<file path="src/rtl/rv_lsu_pkg.sv">
// rtl/rv_lsu_pkg.sv - opcodes, funct3 codes and FSM states for the MEM-stage load/store unit
package rv_lsu_pkg;

  localparam logic [6:0] OP_LOAD  = 7'b0000011;
  localparam logic [6:0] OP_STORE = 7'b0100011;

  localparam logic [2:0] F3_LB  = 3'd0;
  localparam logic [2:0] F3_LH  = 3'd1;
  localparam logic [2:0] F3_LW  = 3'd2;
  localparam logic [2:0] F3_LBU = 3'd4;
  localparam logic [2:0] F3_LHU = 3'd5;
  localparam logic [2:0] F3_SB  = 3'd0;
  localparam logic [2:0] F3_SH  = 3'd1;
  localparam logic [2:0] F3_SW  = 3'd2;

  typedef enum logic [1:0] {
    ST_IDLE = 2'd0,
    ST_REQ  = 2'd1,
    ST_RESP = 2'd2
  } lsu_state_e;

endpackage

</file>
<file path="src/rtl/rv_lsu_align.sv">
// rtl/rv_lsu_align.sv - byte-lane steering, load extension and alignment/legality check
module rv_lsu_align
  import rv_lsu_pkg::*;
(
  input  logic        store,
  input  logic [2:0]  funct3,
  input  logic [1:0]  addr_lo,
  input  logic [31:0] rs2,
  input  logic [31:0] rdata,
  output logic [3:0]  be,
  output logic [31:0] wdata,
  output logic [31:0] load_data,
  output logic        bad
);

  logic [7:0]  lane_byte;
  logic [15:0] lane_half;

  assign lane_byte = rdata[{addr_lo, 3'b000} +: 8];
  assign lane_half = rdata[{addr_lo[1], 4'b0000} +: 16];

  // Decode size from funct3: store lane enables/replication, or load extraction/extension.
  always_comb begin
    be        = 4'b0000;
    wdata     = 32'h0;
    load_data = 32'h0;
    bad       = 1'b0;
    if (store) begin
      case (funct3)
        F3_SB: begin
          be    = 4'b0001 << addr_lo;
          wdata = {4{rs2[7:0]}};
        end
        F3_SH: begin
          be    = 4'b0011 << addr_lo;
          wdata = {2{rs2[15:0]}};
          bad   = addr_lo[0];
        end
        F3_SW: begin
          be    = 4'b1111;
          wdata = rs2;
          bad   = (addr_lo != 2'b00);
        end
        default: bad = 1'b1;
      endcase
    end else begin
      case (funct3)
        F3_LB:  load_data = {{24{lane_byte[7]}}, lane_byte};
        F3_LBU: load_data = {24'h0, lane_byte};
        F3_LH: begin
          load_data = {{16{lane_half[15]}}, lane_half};
          bad       = addr_lo[0];
        end
        F3_LHU: begin
          load_data = {16'h0, lane_half};
          bad       = addr_lo[0];
        end
        F3_LW: begin
          load_data = rdata;
          bad       = (addr_lo != 2'b00);
        end
        default: bad = 1'b1;
      endcase
    end
  end

endmodule

</file>
<file path="src/rtl/rv_lsu.sv">
// rtl/rv_lsu.sv - MEM-stage load/store unit: bus FSM, op latch, timeout and MEM/WB register
module rv_lsu
  import rv_lsu_pkg::*;
#(
  parameter int WAIT_MAX = 255
) (
  input  logic        clk,
  input  logic        rst,
  input  logic        ex_mem_valid,
  input  logic [31:0] ex_mem_ir,
  input  logic [31:0] ex_mem_alu_out,
  input  logic [31:0] ex_mem_rs2,
  output logic        mem_ex_stall,
  output logic        dmem_req,
  output logic        dmem_we,
  output logic [31:0] dmem_addr,
  output logic [3:0]  dmem_be,
  output logic [31:0] dmem_wdata,
  input  logic        dmem_gnt,
  input  logic        dmem_rvalid,
  input  logic [31:0] dmem_rdata,
  output logic        mem_wb_valid,
  output logic [31:0] mem_wb_ir,
  output logic [31:0] mem_wb_result,
  output logic        mem_wb_exc
);

  localparam int CW = (WAIT_MAX < 2) ? 1 : $clog2(WAIT_MAX + 1);
  localparam logic [CW-1:0] LIMIT = (WAIT_MAX == 0) ? '0 : CW'(WAIT_MAX - 1);

  lsu_state_e state, state_nxt;
  logic [CW-1:0] count;

  // The memory op is consumed from EX/MEM at acceptance, so everything needed later is latched.
  logic [31:0] lat_ir, lat_addr, lat_wdata;
  logic [3:0]  lat_be;
  logic        lat_we;

  logic        idle, is_load, is_store, is_mem, timeout;
  logic        al_store, al_bad;
  logic [2:0]  al_f3;
  logic [1:0]  al_off;
  logic [3:0]  al_be;
  logic [31:0] al_wdata, al_ldata;

  logic        retire, ret_exc;
  logic [31:0] ret_ir, ret_res;

  assign idle     = (state == ST_IDLE);
  assign is_load  = (ex_mem_ir[6:0] == OP_LOAD);
  assign is_store = (ex_mem_ir[6:0] == OP_STORE);
  assign is_mem   = is_load || is_store;
  assign timeout  = (WAIT_MAX != 0) && (count == LIMIT);

  // In IDLE the helper decodes the incoming op; afterwards it decodes the latched op for load data.
  assign al_store = idle ? is_store : lat_we;
  assign al_f3    = idle ? ex_mem_ir[14:12] : lat_ir[14:12];
  assign al_off   = idle ? ex_mem_alu_out[1:0] : lat_addr[1:0];

  rv_lsu_align u_align (
    .store     (al_store),
    .funct3    (al_f3),
    .addr_lo   (al_off),
    .rs2       (ex_mem_rs2),
    .rdata     (dmem_rdata),
    .be        (al_be),
    .wdata     (al_wdata),
    .load_data (al_ldata),
    .bad       (al_bad)
  );

  assign mem_ex_stall = !idle;
  assign dmem_req     = (state == ST_REQ);
  assign dmem_we      = dmem_req && lat_we;
  assign dmem_addr    = dmem_req ? {lat_addr[31:2], 2'b00} : 32'h0;
  assign dmem_be      = dmem_req ? lat_be : 4'b0000;
  assign dmem_wdata   = dmem_req ? lat_wdata : 32'h0;

  // State register.
  always_ff @(posedge clk or posedge rst) begin
    if (rst) state <= ST_IDLE;
    else     state <= state_nxt;
  end

  // Next state and the retire event with its write-back payload; gnt/rvalid win over timeout.
  always_comb begin
    state_nxt = state;
    retire    = 1'b0;
    ret_ir    = lat_ir;
    ret_res   = lat_addr;
    ret_exc   = 1'b0;
    case (state)
      ST_IDLE: begin
        if (ex_mem_valid) begin
          if (is_mem && !al_bad) begin
            state_nxt = ST_REQ;
          end else begin
            retire  = 1'b1;
            ret_ir  = ex_mem_ir;
            ret_res = ex_mem_alu_out;
            ret_exc = is_mem;
          end
        end
      end
      ST_REQ: begin
        if (dmem_gnt) begin
          if (lat_we) begin
            state_nxt = ST_IDLE;
            retire    = 1'b1;
          end else begin
            state_nxt = ST_RESP;
          end
        end else if (timeout) begin
          state_nxt = ST_IDLE;
          retire    = 1'b1;
          ret_exc   = 1'b1;
        end
      end
      ST_RESP: begin
        if (dmem_rvalid) begin
          state_nxt = ST_IDLE;
          retire    = 1'b1;
          ret_res   = al_ldata;
        end else if (timeout) begin
          state_nxt = ST_IDLE;
          retire    = 1'b1;
          ret_exc   = 1'b1;
        end
      end
      default: state_nxt = ST_IDLE;
    endcase
  end

  // Wait counter: runs while a transaction is open and parks at the limit so a gnt-won race still times out in RESP.
  always_ff @(posedge clk or posedge rst) begin
    if (rst)           count <= '0;
    else if (idle)     count <= '0;
    else if (!timeout) count <= count + 1'b1;
  end

  // Capture the accepted memory op so the bus fields stay stable while EX moves on.
  always_ff @(posedge clk or posedge rst) begin
    if (rst) begin
      lat_ir    <= 32'h0;
      lat_addr  <= 32'h0;
      lat_wdata <= 32'h0;
      lat_be    <= 4'b0000;
      lat_we    <= 1'b0;
    end else if (idle && ex_mem_valid && is_mem && !al_bad) begin
      lat_ir    <= ex_mem_ir;
      lat_addr  <= ex_mem_alu_out;
      lat_wdata <= al_wdata;
      lat_be    <= al_be;
      lat_we    <= is_store;
    end
  end

  // MEM/WB register: one-cycle valid pulse per retire, payload holds between retires.
  always_ff @(posedge clk or posedge rst) begin
    if (rst) begin
      mem_wb_valid  <= 1'b0;
      mem_wb_ir     <= 32'h0;
      mem_wb_result <= 32'h0;
      mem_wb_exc    <= 1'b0;
    end else begin
      mem_wb_valid <= retire;
      if (retire) begin
        mem_wb_ir     <= ret_ir;
        mem_wb_result <= ret_res;
        mem_wb_exc    <= ret_exc;
      end
    end
  end

endmodule

</file>
<file path="config.mk">
export PLATFORM = sky130hd
export DESIGN_NAME = rv_lsu
export DESIGN_NICKNAME = d
export VERILOG_FILES = /design/src/rtl/rv_lsu_pkg.sv /design/src/rtl/rv_lsu_align.sv /design/src/rtl/rv_lsu.sv
export SDC_FILE = /design/constraint.sdc
export NUM_CORES = 1
export LEC_CHECK = 0
export BUFFER_PORTS_ARGS = -buffer_cell sky130_fd_sc_hd__buf_2
export CAP_MARGIN = 20
export CORE_MARGIN = 4
export CORE_UTILIZATION = 45
export DETAILED_ROUTE_END_ITERATION = 12
export HOLD_SLACK_MARGIN = 0.06
export PLACE_DENSITY = 0.76
export SLEW_MARGIN = 30
export SYNTH_ARGS = -nofsm -noshare
export SYNTH_HDL_FRONTEND = slang
export SYNTH_SLANG_ARGS = --single-unit
</file>
<file path="constraint.sdc">
create_clock -name clk -period 8.3 [get_ports clk]
set_input_delay 0.83 -clock clk [delete_from_list [all_inputs] [get_ports clk]]
set_output_delay 0.83 -clock clk [all_outputs]
set_load 0.01 [all_outputs]
</file>
# [Yosys cells after proc, flatten, opt, wreduce, memory -nomap -nowiden]
# Cells that the tools add are included.
[word_totals] reg_bits=177 inputBits=133 output_inout_bits=137 elab_cells=85
[classes] add_sub_neg=1 n_eq_ne=12 shifts=4 n_mux=43 reduce_logical=14
[ops] operator="32-bit 2-to-1 mux" count=10
[ops] operator="32-bit case mux with 5 select lines" count=1
[ops] operator="32-bit case mux with 3 select lines" count=1
[ops] operator="32-bit case mux with 2 select lines" count=1
[ops] operator="32-bit by 6-bit variable part select with 16-bit output" count=1
[ops] operator="32-bit by 6-bit variable part select with 8-bit output" count=1
[ops] operator="8-bit 2-to-1 mux" count=2
[ops] operator="2-bit 2-to-1 mux" count=7
[ops] operator="1-bit 2-to-1 mux" count=12
[ops] operator="1-bit case mux with 3 select lines" count=4
[ops] operator="4-bit case mux with 3 select lines" count=1
[ops] operator="8-bit by 1-bit adder with 8-bit output, second input constant" count=1
[ops] operator="8-bit == test, second input constant" count=1
[ops] operator="4-bit 2-to-1 mux" count=2
[ops] operator="7-bit by 2-bit == test with 1-bit output, second input constant" count=1
[ops] operator="7-bit by 6-bit == test with 1-bit output, second input constant" count=1
[ops] operator="3-bit == test, second input constant" count=2
[ops] operator="2-bit case mux with 3 select lines" count=1
[ops] operator="1-bit logical AND" count=5
[ops] operator="2-bit != test, second input constant" count=2
[ops] operator="2-bit OR reduction" count=2
[ops] operator="1-bit by 2-bit << shifter with 4-bit output, first input constant" count=1
[ops] operator="2-bit by 2-bit << shifter with 4-bit output, first input constant" count=1
[ops] operator="3-bit by 1-bit == test with 1-bit output, second input constant" count=1
[ops] operator="other kinds (11)" count=12

# [Logic depth before layout (Yosys ltp)]
# Gate-level depths: netlist (run 1).
[logic_depth] word_depth=11 ltp_mapped=13 mapped_depth_nobuf=10

# [By module]
# A second synthesis (run 1) with hierarchy kept.
[hier_totals] cells_unflattened=962 hier_area_um2=9923.3
[by_module_without_submodules] mod="rv_lsu" n_inst=1 cells_per_inst=731 area_each_um2=8539.4
[by_module_without_submodules] mod="rv_lsu_align" n_inst=1 cells_per_inst=231 area_each_um2=1383.8

# [Worst setup path before layout (run 1)]
# OpenSTA, ideal clock, no wires.
[synth_timing] path_type="input port to flip-flop" startpoint="input ex_mem_ir[2]" endpoint="register lat_addr[10]" setup_ns=0.125 arrival_ns=2.768 t_required_ns=8.175 slack_ns=5.407 stages=9 path_cell_list="nor4_2 nor4b_2 o32ai_2 o21a_1 or3_1 clkbuf_1 buf_6 buf_6 mux2_4"
[synth_between] elab_chain_len=5
[synth_rtl] element="start: declaration" line="rv_lsu.sv:10" rtl="input logic [31:0] ex_mem_ir,"
[synth_rtl] element="7-bit by 6-bit == test with 1-bit output" line="rv_lsu.sv:51" rtl="assign is_store = (ex_mem_ir[6:0] == OP_STORE);"
[synth_rtl] element="1-bit 2-to-1 mux" line="rv_lsu.sv:56" rtl="assign al_store = idle ? is_store : lat_we;"
[synth_rtl] element="1-bit 2-to-1 mux" line="rv_lsu_align.sv:28" rtl="if (store) begin"
[synth_rtl] element="1-bit logical NOT" line="rv_lsu.sv:149" rtl="end else if (idle && ex_mem_valid && is_mem && !al_bad) begin"
[synth_rtl] element="1-bit logical AND (*)" line="rv_lsu.sv:149"
[synth_rtl] element="end signal: assignment" line="rv_lsu.sv:151" rtl="lat_addr <= ex_mem_alu_out;"
[synth_rtl] element="end: declaration" line="rv_lsu.sv:35" rtl="logic [31:0] lat_ir, lat_addr, lat_wdata;"
# Every way passes the cells marked *; elsewhere a longest branch is shown, timed or not.
# A chain may end at the register's enable or synchronous reset.

# [Worst setup path in the final report (run 1)]
[layout_timing] startpoint="register state[0]" endpoint="register lat_addr[21]"
[layout_between] elab_chain_len=8
[layout_rtl] element="start: declaration" line="rv_lsu.sv:31" rtl="lsu_state_e state, state_nxt;"
[layout_rtl] element="start signal: assignment" line="rv_lsu.sv:82" rtl="else state <= state_nxt;"
[layout_rtl] element="2-bit logical NOT (*)" line="rv_lsu.sv:49" rtl="assign idle = (state == ST_IDLE);"
[layout_rtl] element="3-bit 2-to-1 mux" line="rv_lsu.sv:57" rtl="assign al_f3 = idle ? ex_mem_ir[14:12] : lat_ir[14:12];"
[layout_rtl] element="3-bit by 1-bit == test with 1-bit output (tied with other cells)" line="rv_lsu_align.sv:29, rv_lsu_align.sv:47"
[layout_rtl] element="2-bit OR reduction (no line)"
[layout_rtl] element="1-bit case mux with 3 select lines" line="rv_lsu_align.sv:47" rtl="case (funct3)"
[layout_rtl] element="1-bit 2-to-1 mux" line="rv_lsu_align.sv:28"
[layout_rtl] element="1-bit logical NOT" line="rv_lsu.sv:149"
[layout_rtl] element="1-bit logical AND (*)" line="rv_lsu.sv:149"
# Marks and branches as above.

==> reports/metrics.cfg, run 1 <==
[status]
status=finished, final reports clean

[hold_path]
hold_path.class=register to register

[cts]
clk_latency_ps=430
numCtsBuffers=17
post-cts-setup-buffers=0
clock-sinks=177
htreeDepth=4
ctsResizeCount=0
clk_pin_slew_ps=80
max-clock-path-buffers=2
cts_hold_buf=0
cts_tree=yes
cts_root_buf=clkbuf_16

[worst_setup_path]
cp_slowest_cell=or3_4
worst-setup-path-type=register to register
slowest_delay_ps=860
critical_path.endpoint_type=register
worstPathRequired_ps=8610
rrSetupSlack_ps=3030
start_kind=register
critPathArrivalTime_ps=5580
cp_max_fo=76
crit_chain=nor2_4 -> inv_4 -> a21oi_2 -> o21a_1 -> or3_4 -> buf_4 -> mux2_2

[sta]
worstMarginPinSlew_ps=973
final-hold-violation-count=0
post-route-period-util_pct=63.5
layout_min_cycle_time_ps=5270
grt_setup_unrepaired=no
fin_skew_ps=11.5
setup_viol=0
fmax_ghz=0.190
holdWs_ps=474
relSlewSlack_pct=35.2
tns_ps=0
slew_violations=0

[die]
num_rows=52
dieArea_um2=23600
fp.dieH_um=153
start_util_pct=46.5
die_w_um=153
ios=270
core_area_um2=20500

[global_routing]
met1_usage_pct=34.6
gr-usage-met3_pct=6.38
grt_pass1_wl_mm=47.6
grt_use_total_pct=24.9
use_met2_pct=38.3
antenna_found_initial=5
grt_pass1_vias=8528
grt_max_degree=112
overflow=0
grt.busiest_layer=met2

[pwr]
power.leakage_uw=0.00554
ir_drop_mv=0.139
p_per_area_nw_per_um2=181
finalPower_uw=2090

[route]
drc_errors=0
avgRoutedWirePerCell_um=20.3
drt_iter0_drc=791
dr.pass1.iters=7
via_count=8846
final_antenna_net_count=0
wl_mm=30.2
routed_via_density=5.92

[finish]
drive_gt1_share_pct=32.2
multiInputGateArea_um2=4660
utilization_pct=56.2
final_cells=1493
fillers=1835
nets=1342
areaGrowthSynthToFinish_pct=20.9
regArea_um2=4430

[synth]
synth_cells=994
ys_warn_count=0
synth-edff-count=0
synth.distinct_cells=67
synthArstFlopShare_pct=100
yosys_most_used_dff=dfrtp_1
syn_area_per_cell_um2=9.58
yosysSeqAreaShare_pct=46.5
syn_area_um2=9530
synth_seq_cells=177

[place]
dp_hpwl_mm=21.1
dp_cells=1457
port_buffers=267
gp_congestion=0.925

[job]
cap_violations=0

==> final timing paths <==
kind / startpoint / endpoint / cells after the start
max: state[0] / lat_addr[21] / 7
min: lat_wdata[24] / lat_wdata[24] / 2
max reg2reg: state[0] / lat_addr[21] / 7
min reg2reg: lat_wdata[24] / lat_wdata[24] / 2
max in group asynchronous: rst / lat_addr[12] / 4
min in group asynchronous: rst / lat_addr[21] / 2
==> critical path: cells and delay by family (launching register included) <==
kind,cells,cell delay [ps]
AOI/OAI and AO/OA,2,1310
buffers and inverters,2,970
DFF,1,740
muxes,1,410
and+or+nand+nor,2,1610
==> layout by cell type (no fill, tap or decap), types with 12 or more instances in the layout <==
cell type and n:
a21oi_1 55, a22o_1 15, a22oi_1 26, a31oi_1 46, and2_1 71, and3_1 12
buf_2 267, clkbuf_16 17, dfrtp_1 177, inv_1 12, mux2_2 42, mux2_4 17
nand2_1 125, nand3_1 29, nor2_1 61, o211ai_1 14, o21ai_0 46, o31ai_1 28
==> where the power goes <==
part,switching (uW),total (uW),internal [uW]
clock,388,795,408
sequential,47.9,976,928
combinational,186,318,132
total,621,2090,1470
==> sequential cells by signal (all words and copies together), names as in the netlist <==
| name | flops |
|---|---|
| lat_ir | 32 |
| mem_wb_result | 32 |
| lat_we | 1 |
| mem_wb_valid | 1 |
| lat_be | 4 |
| mem_wb_ir | 32 |
| lat_wdata | 32 |
| mem_wb_exc | 1 |
| count | 8 |
| lat_addr | 32 |
| state | 2 |
==> synthesized netlist by cell type, types with 3 or more instances <==
cell | instances | share of area [%]
a2111oi_0 | 4 | 0.37
a211oi_1 | 5 | 0.39
a21boi_0 | 10 | 0.79
a21o_1 | 7 | 0.55
a21oi_1 | 55 | 2.9
a221oi_1 | 3 | 0.28
a222oi_1 | 7 | 0.74
a22o_1 | 15 | 1.4
a22oi_1 | 26 | 2.0
a31oi_1 | 46 | 3.0
and2_1 | 72 | 4.7
and3_1 | 12 | 0.79
buf_1 | 3 | 0.12
buf_2 | 18 | 0.95
buf_4 | 4 | 0.32
buf_6 | 6 | 0.71
clkbuf_1 | 53 | 2.1
dfrtp_1 | 177 | 46
inv_1 | 14 | 0.55
mux2_2 | 42 | 5.0
mux2_4 | 17 | 2.7
nand2_1 | 125 | 4.9
nand2b_1 | 6 | 0.39
nand3_1 | 29 | 1.5
nand3b_1 | 6 | 0.47
nand4_1 | 4 | 0.26
nor2_1 | 63 | 2.5
nor3b_1 | 3 | 0.24
o211ai_1 | 14 | 1.1
o21a_1 | 7 | 0.55
o21ai_0 | 46 | 2.4
o22ai_1 | 10 | 0.66
o31ai_1 | 28 | 2.2
o32a_1 | 11 | 1.2
or3_1 | 4 | 0.26
==> stage by stage <==
stage	setup slack, ps	instance area, um^2
2_1_floorplan	2670	9530
3_3_place_gp	3220	10900
3_5_place_dp	3150	10900
4_1_cts	3130	11500
5_1_grt	2720	11500
6_report	3030	11500
==> routing by layer <==
| layer | routed length (um) | share of wire, % |
|---|---|---|
| met1 | 12300 | 41 |
| met3 | 2740 | 9.1 |
| met5 | 34 | 0.11 |
| met2 | 14200 | 47 |
| met4 | 969 | 3.2 |
==> kinds of logic after synthesis <==
family                     synth area share (%)
and+or+nand+nor                            17.9
AOI/OAI and AO/OA                          21.9
DFF                                        46.5
buffers and inverters                      4.79
muxes                                      8.33
xor gates and xnor gates                  0.276
adders and majority gates                 0.263
other                                    0.0394
==> final cells by class <==
type                    instances  share of cell area [%]
flip-flops and latches        177                    38.5
inverters                      15                   0.576
clock buffers                  18                    3.81
clock inverters                14                    1.20
multi-input cells             719                    40.5
diodes                          3                  0.0652
repair buffers                277                    12.4
well taps                     270                    2.93
Power figures use the tool's default switching activity.
==> run 2: changes to the inputs <==
- clock period: 8.3 -> 5.21 ns (I/O delays scaled with it)
==> reports/metrics.cfg, run 2 (same netlist as run 1, synthesis figures left out) <==
[sta]
final-hold-violation-count=0  ; unchanged
tns_ps=0  ; unchanged
worstMarginPinSlew_ps=978  ; +4.84 ps
layout_min_cycle_time_ps=3950  ; -1320 ps
worst_slack_ps=1260  ; -1770 ps
post-route-period-util_pct=75.8  ; +12 points
slew_violations=0  ; unchanged
fin_skew_ps=12.8  ; +1.29 ps
setup_viol=0  ; unchanged
fmax_ghz=0.253  ; +34%
relSlewSlack_pct=34.8  ; -0.32 points
grt_setup_unrepaired=no

[global_routing]
grt_pass1_vias=8745  ; +2.5%
grt_use_total_pct=25.0  ; +0.042 points
grt_max_degree=178  ; +59%
grt_pass1_wl_mm=48.1  ; +1.1%
antenna_found_initial=3  ; -2
overflow=0  ; unchanged

[route]
final_antenna_net_count=0  ; unchanged
avgRoutedWirePerCell_um=20.3  ; +0.28%
drc_errors=0  ; unchanged
via_count=8975  ; +1.5%
dr.pass1.iters=7  ; unchanged
wl_mm=30.5  ; +0.82%
routed_via_density=5.98  ; +0.92%
drt_iter0_drc=754  ; -4.7%

[worst_setup_path]
cp_max_fo=44  ; -42%
critical_path.endpoint_type=register
worstPathRequired_ps=5540  ; -3070 ps
critPathLaunch=state[0]
r2r-start=state[0]
reg2regPathDepth=8  ; +1
critPathArrivalTime_ps=4280  ; -1300 ps
worst-setup-path-type=register to register
rrSetupSlack_ps=1260  ; -1770 ps
r2r-end=lat_wdata[29]
start_kind=register
crit_end=lat_wdata[29]

[finish]
drive_gt1_share_pct=32.5  ; +0.31 points
layout_commonest_cell=buf_2
multiInputGateArea_um2=4660  ; -0.11%
utilization_pct=56.8  ; +0.59 points
final_cell_mix=267 x buf_2, 177 x dfrtp_1, 125 x nand2_1, 71 x and2_1, 63 x nor2_1
nets=1352  ; +0.75%
fillers=1830  ; -0.27%
regArea_um2=4430  ; unchanged
areaGrowthSynthToFinish_pct=22.1

[pwr]
sw_frac_of_total_pct=29.4  ; -0.33 points
p_int_uw=2380  ; +62%
pwr-share-clk_pct=38.5  ; +0.4 points
p_per_area_nw_per_um2=290  ; +60%
p_comb_share_pct=15.2  ; about the same
power.leakage_uw=0.00560  ; +1.2%
seq_power_share_pct=46.2  ; -0.5 points
ir_drop_mv=0.239  ; +72%
switchingPower_uw=991  ; +60%

[cts]
clock-sinks=177  ; unchanged
clk_pin_slew_ps=70  ; about the same
numCtsBuffers=17  ; unchanged
cts_hold_buf=0  ; unchanged
htreeDepth=4  ; unchanged
post-cts-setup-buffers=0  ; unchanged
ctsResizeCount=0  ; unchanged
max-clock-path-buffers=2  ; unchanged
clk_latency_ps=440  ; about the same
cts_tree=yes
cts_root_buf=clkbuf_16

[die]
start_util_pct=46.5  ; unchanged
dieArea_um2=23600  ; unchanged
num_rows=52  ; unchanged
core_area_um2=20500  ; unchanged
ios=270  ; unchanged
die_w_um=153  ; unchanged
fp.dieH_um=153  ; unchanged

[place]
port_buffers=267  ; unchanged
dp_slack_ps=1310  ; -1850 ps
dp_hpwl_mm=21.6  ; +2.0%
gp_congestion=0.994  ; +7.4%

[job]
cap_violations=0  ; unchanged

[status]
status=finished, final reports clean

[hold_path]
hold_path.class=input port to async pin

[run 2: changes by cell type in the layout (fill, tap and decap cells not counted), moves of 2 or more]
cell / delta
inv_8: -2
nor2_2: -2
nor2_1: +2
buf_12: +3
diode_2: -2
buf_4: +7
[run 2: metrics by stage]
stage	cell area, um^2	std cells	total power [uW]	hold WS (ps)
after floorplan	9530	995	1850	435
final	11600	1501	3370	178
after global placement	11000	1467	2070	450
after detailed placement	11000	1467	2090	452
after CTS	11600	1499	3390	317
after global routing	11600	1500	3500	226
[run 2: power by group through the flow]
stage                     combinational (uW)  clock (uW)  sequential, uW
after floorplan                          260           0            1590
after global placement                   495           0            1580
after detailed placement                 507           0            1580
after CTS                                509        1320            1560
after global routing                     561        1370            1570
final                                    513        1300            1560
[run 2: worst max-delay path: stages (launching register included)]
cell     delay, ps
dfrtp_1        980
nor2_4          90
inv_4          270
mux2i_4        570
o32ai_2        200
o21a_1         390
or3_4          670
buf_4          330
o31ai_1        300
[run 2: layout make-up]
class / count / share of cell area (%)
Clock buffer: 17 / 3.66
Inverter: 15 / 0.538
Sequential cell: 177 / 38.1
Timing Repair Buffer: 287 / 13.3
Antenna cell: 1 / 0.0215
Multi-Input combinational cell: 719 / 40.0
Tap cell: 270 / 2.90
Clock inverter: 15 / 1.48
[run 2: metal layers]
layer / GRT usage, % / vias to the layer above / routed length [um]
li1: - / 4046 / -
met1: 33.2 / 4376 / 12200
met2: 39.7 / 461 / 14500
met3: 6.80 / 86 / 2830
met4: 8.54 / 6 / 919
met5: 0 / - / 31
[run 2: worst min path at each step]
| stage | start | end | slack, ps | depth (start not counted) |
|---|---|---|---|---|
| 2_1_floorplan | lat_ir[0] | lat_ir[0] | 430 | 1 |
| 3_3_place_gp | lat_ir[0] | lat_ir[0] | 450 | 1 |
| 3_5_place_dp | lat_ir[0] | lat_ir[0] | 450 | 1 |
| 4_1_cts | ex_mem_ir[21] | lat_ir[21] | 320 | 2 |
| 5_1_grt | rst | lat_wdata[14] | 230 | 3 |
| 6_report | rst | lat_wdata[14] | 180 | 3 |
==> run 3: changes to the inputs <==
- ABC_AREA: not set -> 1
- PLACE_DENSITY: 0.76 -> 0.75
- clock period: 5.21 -> 3.65 ns (I/O delays scaled with it)
==> reports/metrics.cfg, run 3 <==
[status]
status=finished, final reports clean

[cts]
post-cts-setup-buffers=0  ; unchanged
clk_latency_ps=420  ; -20 ps
cts_root_buf=clkbuf_16
htreeDepth=4  ; unchanged
clk_pin_slew_ps=70  ; about the same
numCtsBuffers=17  ; unchanged
max-clock-path-buffers=2  ; unchanged
clock-sinks=177  ; unchanged
cts_tree=yes

[pwr]
pwr-share-clk_pct=40.3  ; +1.8 points
p_per_area_nw_per_um2=429  ; +48%
sw_frac_of_total_pct=28.5  ; -0.90 points
power.leakage_uw=0.00671  ; +20%
seq_power_share_pct=43.5  ; -2.7 points
p_comb_share_pct=16.2  ; +1.0 points
switchingPower_uw=1480  ; +49%
finalPower_uw=5200  ; +54%
ir_drop_mv=0.311  ; +30%
p_int_uw=3710  ; +56%

[route]
wl_met2_mm=14.0  ; -3.3%
via_count=9811  ; +9.3%
drc_errors=0  ; unchanged
wl_mm=30.5  ; +0.18%
highest-signal-layer=met5
routed_via_density=5.13  ; -14%
final_antenna_net_count=0  ; unchanged
drt_iter0_drc=965  ; +28%
avgRoutedWirePerCell_um=16.0  ; -21%
dr.pass1.iters=7  ; unchanged
m1WireLength_mm=13.2  ; +8.6%
wl_met3_mm=2.63  ; -7.1%

[sta]
slew_violations=0  ; unchanged
grt_setup_unrepaired=no
setup_viol=0  ; unchanged
relSlewSlack_pct=42.1  ; +7.3 points
layout_min_cycle_time_ps=3080  ; -867 ps
final-hold-violation-count=0  ; unchanged
tns_ps=0  ; unchanged
fmax_ghz=0.324  ; +28%
post-route-period-util_pct=84.5  ; +8.7 points
worstMarginPinSlew_ps=867  ; -111 ps
holdWs_ps=158  ; -20.0 ps
fin_skew_ps=12.4  ; -0.373 ps

[worst_setup_path]
critical_path.endpoint_type=register
slowest_delay_ps=520  ; -460 ps
worst-setup-path-type=register to register
critPathArrivalTime_ps=3430  ; -850 ps
cp_slowest_cell=dfrtp_1
path_common_cell=nand2_1
path_delay_family=simple AND/OR/NAND/NOR gates
crit_chain=inv_1 -> nand2_2 -> nand2_1 -> nand2_2 -> nand2_2 -> nor2_4 -> buf_4 -> inv_1 -> o21ai_0 -> nand2_1 -> nand2_1 -> nand2_1 -> nand2_1 -> nor2_1 -> a21oi_1
cp_max_fo=55  ; +25%
start_kind=register
worstPathRequired_ps=4000  ; -1540 ps
cp_num_buf_inv=3  ; +1

[finish]
drive_gt1_share_pct=22.3  ; -10 points
nets=1751  ; +30%
final_cell_mix=363 x nand2_1, 267 x buf_2, 177 x dfrtp_1, 170 x inv_1, 146 x nor2_1
layout_commonest_cell=nand2_1
areaGrowthSynthToFinish_pct=21.2
multiInputGateArea_um2=4410  ; -5.2%
final_cells=1913  ; +27%
utilization_pct=55.4  ; -1.3 points
regArea_um2=4430  ; unchanged
fillers=2102  ; +15%

[synth]
yosysSeqAreaShare_pct=44.4  ; -2.1 points
synthArstFlopShare_pct=100  ; unchanged
synth_largest_area_cell=dfrtp_1
yosysMostFrequentCell=nand2_1
synth_cells=1395  ; +40%
synth-edff-count=0  ; unchanged
synth_common_cells=363 x nand2_1, 177 x dfrtp_1, 171 x inv_1
syn_area_per_cell_um2=7.16  ; -25%
syn_area_um2=9980  ; +4.8%
synth.distinct_cells=37  ; -45%
ys_warn_count=0  ; unchanged
synth_area_leaders=dfrtp_1 44%, nand2_1 14%, inv_1 6.4%
synth_seq_cells=177  ; unchanged
yosys.area.top_type_share_pct=44.4  ; -2.1 points
yosys_most_used_dff=dfrtp_1

[die]
dieArea_um2=24600  ; +4.5%
num_rows=54  ; +3.8%
fp.dieH_um=157  ; +2.2%
die_w_um=157  ; +2.2%
start_util_pct=45.7  ; -0.74 points
ios=270  ; unchanged
core_area_um2=21800  ; +6.5%

[place]
gp_congestion=0.898  ; -9.6%
port_buffers=267  ; unchanged
dp_cells=1875  ; +28%
dp_hpwl_mm=21.9  ; +1.5%

[job]
cap_violations=0  ; unchanged

[global_routing]
grt_use_total_pct=24.3  ; -0.67 points
overflow=0  ; unchanged
grt_max_degree=114  ; -36%
antenna_found_initial=6  ; +3
grt_pass1_wl_mm=48.2  ; +0.24%
grt_pass1_vias=9276  ; +6.1%

[hold_path]
hold_path.class=input port to register

run 3: cell types whose count changed after synthesis, sizes merged, moves of 46 or more:
cell   previous run  this run
mux2             59         0
nand2           126       374
nand3            30       104
o21ai            46       174
and2             72         1
a31oi            46         0
nor2             65       150
inv              15       176
run 3: cell families after synthesis:
family          synth area share [%]
fa+ha+maj                      0.251
other cells                   0.0376
compound gates                  17.2
flops                           44.4
simple gates                    26.6
buf+inv                         11.6
run 3: final timing paths:
path | endpoint | from | slack (ps) | cells after the start
min | lat_addr[27] | ex_mem_alu_out[27] | 160 | 3
min in group asynchronous | mem_wb_ir[8] | rst | 440 | 3
max in group asynchronous | mem_wb_result[20] | rst | 2500 | 4
min reg2reg | lat_ir[0] | lat_ir[0] | 460 | 2
max | mem_wb_result[0] | state[0] | 570 | 15
max reg2reg | mem_wb_result[0] | state[0] | 570 | 15
run 3: cell type report:
| cell class | count | share of cell area, % |
|---|---|---|
| Antenna cell | 4 | 0.0827 |
| Clock buffer | 17 | 3.52 |
| Clock inverter | 15 | 2.05 |
| Inverter | 179 | 5.60 |
| Multi-Input combinational cell | 955 | 36.5 |
| Sequential cell | 177 | 36.6 |
| Tap cell | 280 | 2.90 |
| Timing Repair Buffer | 286 | 12.8 |
run 3: layer usage:
metal | track usage [%] | vias up
met5 | 0 | -
met2 | 38.1 | 371
li1 | - | 4875
met3 | 6.32 | 48
met1 | 33.6 | 4509
met4 | 6.74 | 8
run 3: worst min-delay path: cells and delay by family:
family	cells	cell delay [ps]
AOI/OAI and AO/OA	1	50
and+or+nand+nor	1	40
buffers and inverters	1	80
run 3: per-stage QoR:
step	setup slack (ps)	area [um^2]
3_3_place_gp	732	11400
5_1_grt	271	12100
6_report	567	12100
3_5_place_dp	669	11400
2_1_floorplan	1020	9990
4_1_cts	604	12100
run 3: power by group through the flow:
stage | Combinational [uW] | Clock (uW) | Sequential [uW]
floorplan | 491 | 0 | 2320
global placement | 817 | 0 | 2290
detailed placement | 833 | 0 | 2300
CTS | 837 | 2120 | 2260
global route | 950 | 2220 | 2280
finish | 839 | 2100 | 2260
run 3: timing repair:
| action | in CTS | in global routing |
|---|---|---|
| hold buffers | 0 | 1 |
| resized for setup | 0 | 0 |
| endpoints found under the hold margin | 0 | 6 |
